<file path="config.mk">
export PLATFORM = sky130hd
export DESIGN_NAME = dmem_initiator
export DESIGN_NICKNAME = d
export VERILOG_FILES = /design/src/rtl/dmem_initiator.sv
export SDC_FILE = /design/constraint.sdc
export NUM_CORES = 1
export LEC_CHECK = 0
export BUFFER_PORTS_ARGS = -buffer_cell sky130_fd_sc_hd__buf_2
export CAP_MARGIN = 40
export CORE_AREA = 2 2 102 104
export CTS_BUF_LIST = sky130_fd_sc_hd__clkbuf_8
export DETAILED_ROUTE_END_ITERATION = 8
export DIE_AREA = 0 0 104 106
export GPL_TIMING_DRIVEN = 0
export PLACE_DENSITY_LB_ADDON = 0.15
export SETUP_SLACK_MARGIN = 0.15
export SLEW_MARGIN = 20
export SYNTH_ARGS = -nofsm -noshare
export SYNTH_HDL_FRONTEND = slang
export SYNTH_SLANG_ARGS = --single-unit
</file>
<file path="constraint.sdc">
create_clock -name clk -period 1.8 [get_ports clk]
set_input_delay 0.18 -clock clk [delete_from_list [all_inputs] [get_ports clk]]
set_output_delay 0.18 -clock clk [all_outputs]
set_load 0.05 [all_outputs]
</file>
<file path="src/rtl/dmem_initiator.sv">
// dmem_initiator: one-outstanding load/store initiator for the data
// memory stall-handshake port. Option macro: DMEM_INIT_ALIGN_CHECK_EN.
module dmem_initiator #(
  parameter int TIMEOUT = 16
) (
  input  logic        clk,
  input  logic        rst_n,
  input  logic        req_valid,
  output logic        req_ready,
  input  logic        req_we,
  input  logic [31:0] req_addr,
  input  logic [31:0] req_wdata,
  input  logic [1:0]  req_size,
  input  logic        req_signed,
  output logic        resp_valid,
  output logic [31:0] resp_rdata,
  output logic        resp_fault,
  output logic [31:0] mem_addr,
  output logic [31:0] mem_write_data,
  output logic        mem_memwrite,
  output logic        mem_memread,
  output logic [3:0]  mem_sign_mask,
  input  logic [31:0] mem_read_data,
  input  logic        mem_clk_stall
);

  localparam logic [1:0] S_IDLE  = 2'd0;
  localparam logic [1:0] S_ISSUE = 2'd1;
  localparam logic [1:0] S_WAIT  = 2'd2;
  localparam logic [1:0] S_RESP  = 2'd3;

  localparam logic [7:0] TO_LIM = 8'(TIMEOUT);

  logic [1:0]  state;
  logic [1:0]  state_nxt;
  logic [31:0] addr_q;
  logic [31:0] wdata_q;
  logic [31:0] rdata_q;
  logic [3:0]  mask_q;
  logic [3:0]  mask_d;
  logic [2:0]  lanes;
  logic        we_q;
  logic        fault_q;
  logic        seen_stall;
  logic [7:0]  cnt;
  logic [7:0]  cnt_inc;
  logic        misalign;
  logic        accept;
  logic        done;
  logic        expired;

  // size to lane-mask decode; size 11 behaves as a word
  always_comb begin
    lanes = 3'b111;
    unique case (1'b1)
      (req_size == 2'b00): lanes = 3'b001;
      (req_size == 2'b01): lanes = 3'b011;
      default:             lanes = 3'b111;
    endcase
  end

  // stores never sign-extend
  assign mask_d = {req_signed & ~req_we, lanes};

`ifdef DMEM_INIT_ALIGN_CHECK_EN
  assign misalign =
    ((req_size == 2'b01) && req_addr[0]) ||
    (req_size[1] && (req_addr[1:0] != 2'b00));
`else
  assign misalign = 1'b0;
`endif

  assign accept  = (state == S_IDLE) && req_valid;
  assign cnt_inc = (cnt == 8'hFF) ? cnt : cnt + 8'd1;
  assign done    = seen_stall && !mem_clk_stall;
  assign expired = !done && (cnt_inc == TO_LIM);

  // next-state selection
  always_comb begin
    state_nxt = state;
    case (state)
      S_IDLE: begin
        if (req_valid)
          state_nxt = misalign ? S_RESP : S_ISSUE;
      end
      S_ISSUE: state_nxt = S_WAIT;
      S_WAIT: begin
        if (done || expired)
          state_nxt = S_RESP;
      end
      S_RESP:  state_nxt = S_IDLE;
      default: state_nxt = S_IDLE;
    endcase
  end

  // state register
  always_ff @(posedge clk) begin
    if (!rst_n)
      state <= S_IDLE;
    else
      state <= state_nxt;
  end

  // request latch; bus fields hold from accept through RESP
  always_ff @(posedge clk) begin
    if (!rst_n) begin
      addr_q  <= '0;
      wdata_q <= '0;
      mask_q  <= '0;
      we_q    <= 1'b0;
    end else if (accept) begin
      addr_q  <= req_addr;
      wdata_q <= req_wdata;
      mask_q  <= mask_d;
      we_q    <= req_we;
    end
  end

  // handshake tracking and saturating watchdog count
  always_ff @(posedge clk) begin
    if (!rst_n) begin
      seen_stall <= 1'b0;
      cnt        <= '0;
    end else if (state == S_ISSUE) begin
      seen_stall <= 1'b0;
      cnt        <= '0;
    end else if (state == S_WAIT) begin
      if (mem_clk_stall)
        seen_stall <= 1'b1;
      cnt <= cnt_inc;
    end
  end

  // response payload, loaded only on the edge that enters RESP
  always_ff @(posedge clk) begin
    if (!rst_n) begin
      rdata_q <= '0;
      fault_q <= 1'b0;
    end else begin
      rdata_q <= '0;
      fault_q <= 1'b0;
      if (accept && misalign) begin
        fault_q <= 1'b1;
      end else if (state == S_WAIT) begin
        if (done)
          rdata_q <= we_q ? 32'h0 : mem_read_data;
        else if (expired)
          fault_q <= 1'b1;
      end
    end
  end

  assign req_ready      = (state == S_IDLE);
  assign resp_valid     = (state == S_RESP);
  assign resp_rdata     = rdata_q;
  assign resp_fault     = fault_q;
  assign mem_addr       = addr_q;
  assign mem_write_data = wdata_q;
  assign mem_sign_mask  = mask_q;
  assign mem_memread    = (state == S_ISSUE) && !we_q;
  assign mem_memwrite   = (state == S_ISSUE) && we_q;

endmodule

</file>
==> summary.md <==
| Metric | Value |
|---|---|
| DRC viols | 0 |
| GPL Wtd Cong | 0.8538 |
| Power per cell area | 1308 nW/µm² |
| Final antenna-violating net count | 0 |
| Actual slew at the worst max-slew pin | 0.4441 ns |
| CTS max path bufs | 2 |
| Worst-path clk slew | 0.08 ns |
| H-tree levels | 4 |
| Root Buffer | clkbuf_8 |
| Multi-input logic area | 1833 µm² |
| Netlist Area Pre-Place | 4192 µm² |
| Wire per inst | 13.46 µm |
| I/O Buffers | 208 |
| FMAX | 0.5634 GHz |
| Total grt overflow | 0 |
| CTS tree | yes |
| Pre-antenna DRT Iters | 4 |
| Worst R2R End | state[1] |
| Initial cell density of the core | 41.92% |
| Die height | 106 µm |
| End of the critical path | state[1] |
| Outcome | finished, final reports clean |
| Clock Latency Late Sink | 0.42 ns |
| Routed WL | 12210 µm |
| Share of the synthesized area in the top cell type | 53.97% |
| Post-detail-place hpwl | 8241 µm |
| RR Startpoint | cnt[0] |
| Worst endpoint required time | 2.10 ns |
| Post-Synth Simple-Gate Area | 23.31% |
| Finish-stage setup viols | 0 |
| Fin. max-slew vios | 0 |
| CTS Buf Count | 17 |
| Combinational family with the most area after synthesis | simple AND/OR/NAND/NOR gates |
| Nets | 868 |
| Fin crit share | 98.60% |
| Netlist cell types | 44 |
| # IOs | 209 |
| CP startpoint kind | register |
| Post-synth top flop | dfxtp_1 |
| Final worst setup slack | 0.02518 ns |
| Via density | 4.630 |
| Crit Path Class | register to register |
| Min Hold Slack | 0.02179 ns |
| First-pass GRT wire length | 19680 µm |
| Synth Register Bits | 113 |
| Worst hold path class | input pin to register |
| Critical path startpoint | cnt[0] |
| Via Count | 4199 |
| Diodes inserted | 0 |
| Die area | 11020 µm² |
| Largest net degree at the start of global routing | 17 |
| Max VDD drop | 0.7991 mV |
| Synth area leaders | dfxtp_1 54%, nand2_1 13%, a21boi_0 12%, and2_1 5.1%, clkbuf_1 2.0% |
| Multiplexer share of the synthesized area | 0.2388% |
| Chip Width | 104 µm |
| Final hold violation count | 0 |
| Fraction of the mapped netlist area in adder cells | 1.493% |
| Async set-reset flop share out of synthesis | 0% |
| Min Tclk post-route | 1.775 ns |
| Row cnt | 37 |
| Most common cell after layout, fill and taps aside | buf_2 |
| RSZ-0062 raised after global routing | yes |
| Core footprint | 10000 µm² |
| EDFF count, synth | 0 |
| CP Max Fanout | 5 |
| Sequential element share of the synthesized area | 53.97% |
| Number of fill cells in the layout | 818 |
| Layout area overhead | 58.39% |
| Synth area leader | dfxtp_1 |
| Number of DRC markers in iteration 0 | 113 |
| Synth Area in Compound Gates | 16.39% |
| Initial antenna violation count | 0 |
| XOR/XNOR Fraction of Synth Area | 0.4179% |
| Clk_skew | 0.01680 ns |
| Synth Area per Inst | 9.092 µm² |
| Synthesized instance count | 461 |
| Clk sink count | 113 |
| Crit. End Element | register |
| Share of layout cells above drive strength 1 | 37.48% |
| Crit path DAT | 2.07 ns |
| Rel. slew slack | 70.40% |
| Minimum setup slack among reg-to-reg paths | 0.03 ns |
| Max Cap Violations | 0 |
| Commonest cells after routing, fill and taps aside | 208 x buf_2, 140 x nand2_1, 110 x dfxtp_1, 67 x a21boi_0, 65 x dlygate4sd3_1 |
| R2r worst-path depth | 7 |
| Leak | 3.119 nW |
| FF/Latch Area | 2268 µm² |
| Pre-CTS WS | -0.1096 ns |
| Synth Warn # | 0 |
| GRT Util Overall | 22.39% |
| Vias in the first global route | 4237 |
| Syn_nets | 570 |
worst min-delay path by stage:
stage,start,endpoint,cells after the start
floorplan,mem_read_data[0],resp_rdata[0],1
global placement,mem_read_data[14],resp_rdata[14],2
detailed placement,mem_read_data[13],resp_rdata[13],2
CTS,req_wdata[27],mem_write_data[27],3
global route,req_wdata[7],mem_write_data[7],3
finish,req_addr[8],mem_addr[8],3
logic make-up (layout without fill, tap and decap cells):
kind of cell               count (synthesis)  count (layout)
and+or+nand+nor                          212             212
DFF                                      113             113
AOI/OAI and AO/OA                         92              92
buffers and inverters                     36             346
adders and majority gates                  5               5
xor gates and xnor gates                   2               2
muxes                                      1               1
metrics by stage:
| stage | total power [W] | area (µm²) | TNS (ns) | instances | utilization, % |
|---|---|---|---|---|---|
| 2_1_floorplan | 0.005276 | 4205 | 0 | 461 | - |
| 3_3_place_gp | 0.005961 | 5416 | -0.8760 | 805 | 54.17 |
| 3_5_place_dp | 0.006031 | 5416 | -2.611 | 805 | 54.17 |
| 4_1_cts | 0.008720 | 6600 | 0 | 907 | 66.00 |
| 5_1_grt | 0.009137 | 6639 | -0.1163 | 907 | 66.39 |
| 6_report | 0.008685 | 6639 | 0 | 907 | 66.39 |
layout make-up:
class                           count  area share (%)
Timing Repair Buffer              279           26.20
Clock buffer                       20           4.146
Sequential cell                   113           34.17
Multi-Input combinational cell    312           27.61
Clock inverter                     11           2.073
Buffer                             32           3.015
Inverter                            4          0.2262
Tap cell                          136           2.563
routing by layer:
layer	global-route usage [%]	vias up	routed length (µm)
li1	-	2104	-
met1	25.01	1889	5216
met2	39.61	185	5820
met3	6.560	21	900
met4	9.942	0	272
met5	0	-	0
power breakdown:
part / total, W / internal (W) / switching, W / leakage (nW)
clock network: 0.00248 / 0.00146 / 0.00102 / 0.212
logic: 0.00316 / 0.000955 / 0.00220 / 1.98
registers: 0.00304 / 0.00285 / 0.000189 / 0.923
total: 0.00869 / 0.00527 / 0.00342 / 3.12
critical path, stage by stage (launching register included):
cell and delay, ns:
dfxtp_4 0.35, ha_4 0.15, buf_6 0.12, buf_4 0.13, and4b_1 0.31, o2111ai_4 0.17, a2111oi_2 0.22, and3b_1 0.20
flip-flops by register name (all words and copies together), names as in the netlist, 2 cells and up:
register / cells
mem_addr: 32
cnt: 8
resp_rdata: 32
state: 2
mem_write_data: 32
mem_sign_mask: 4
timing repair:
item | in CTS | in global routing
hold buffers | 65 | 0
endpoints found under the setup margin | 104 | 83
buffers inserted | 6 | 0
gates resized for setup | 27 | 19
pin swaps | 0 | 1
endpoints found under the hold margin | 65 | 0
cell usage after synthesis (2+ instances only):
master	number
ha_1	5
dfxtp_1	113
inv_1	4
buf_1	2
and2_1	34
nand3b_1	2
nand2_1	141
nand3_1	3
nand2b_1	2
o21a_1	2
o21ai_0	2
xor2_1	2
and2b_2	2
nor3_1	5
buf_6	3
nor2_1	10
nand4_1	2
clkbuf_1	22
buf_2	3
a21oi_1	10
a211oi_1	3
a21boi_0	67
(Power assumes the default switching activity.)
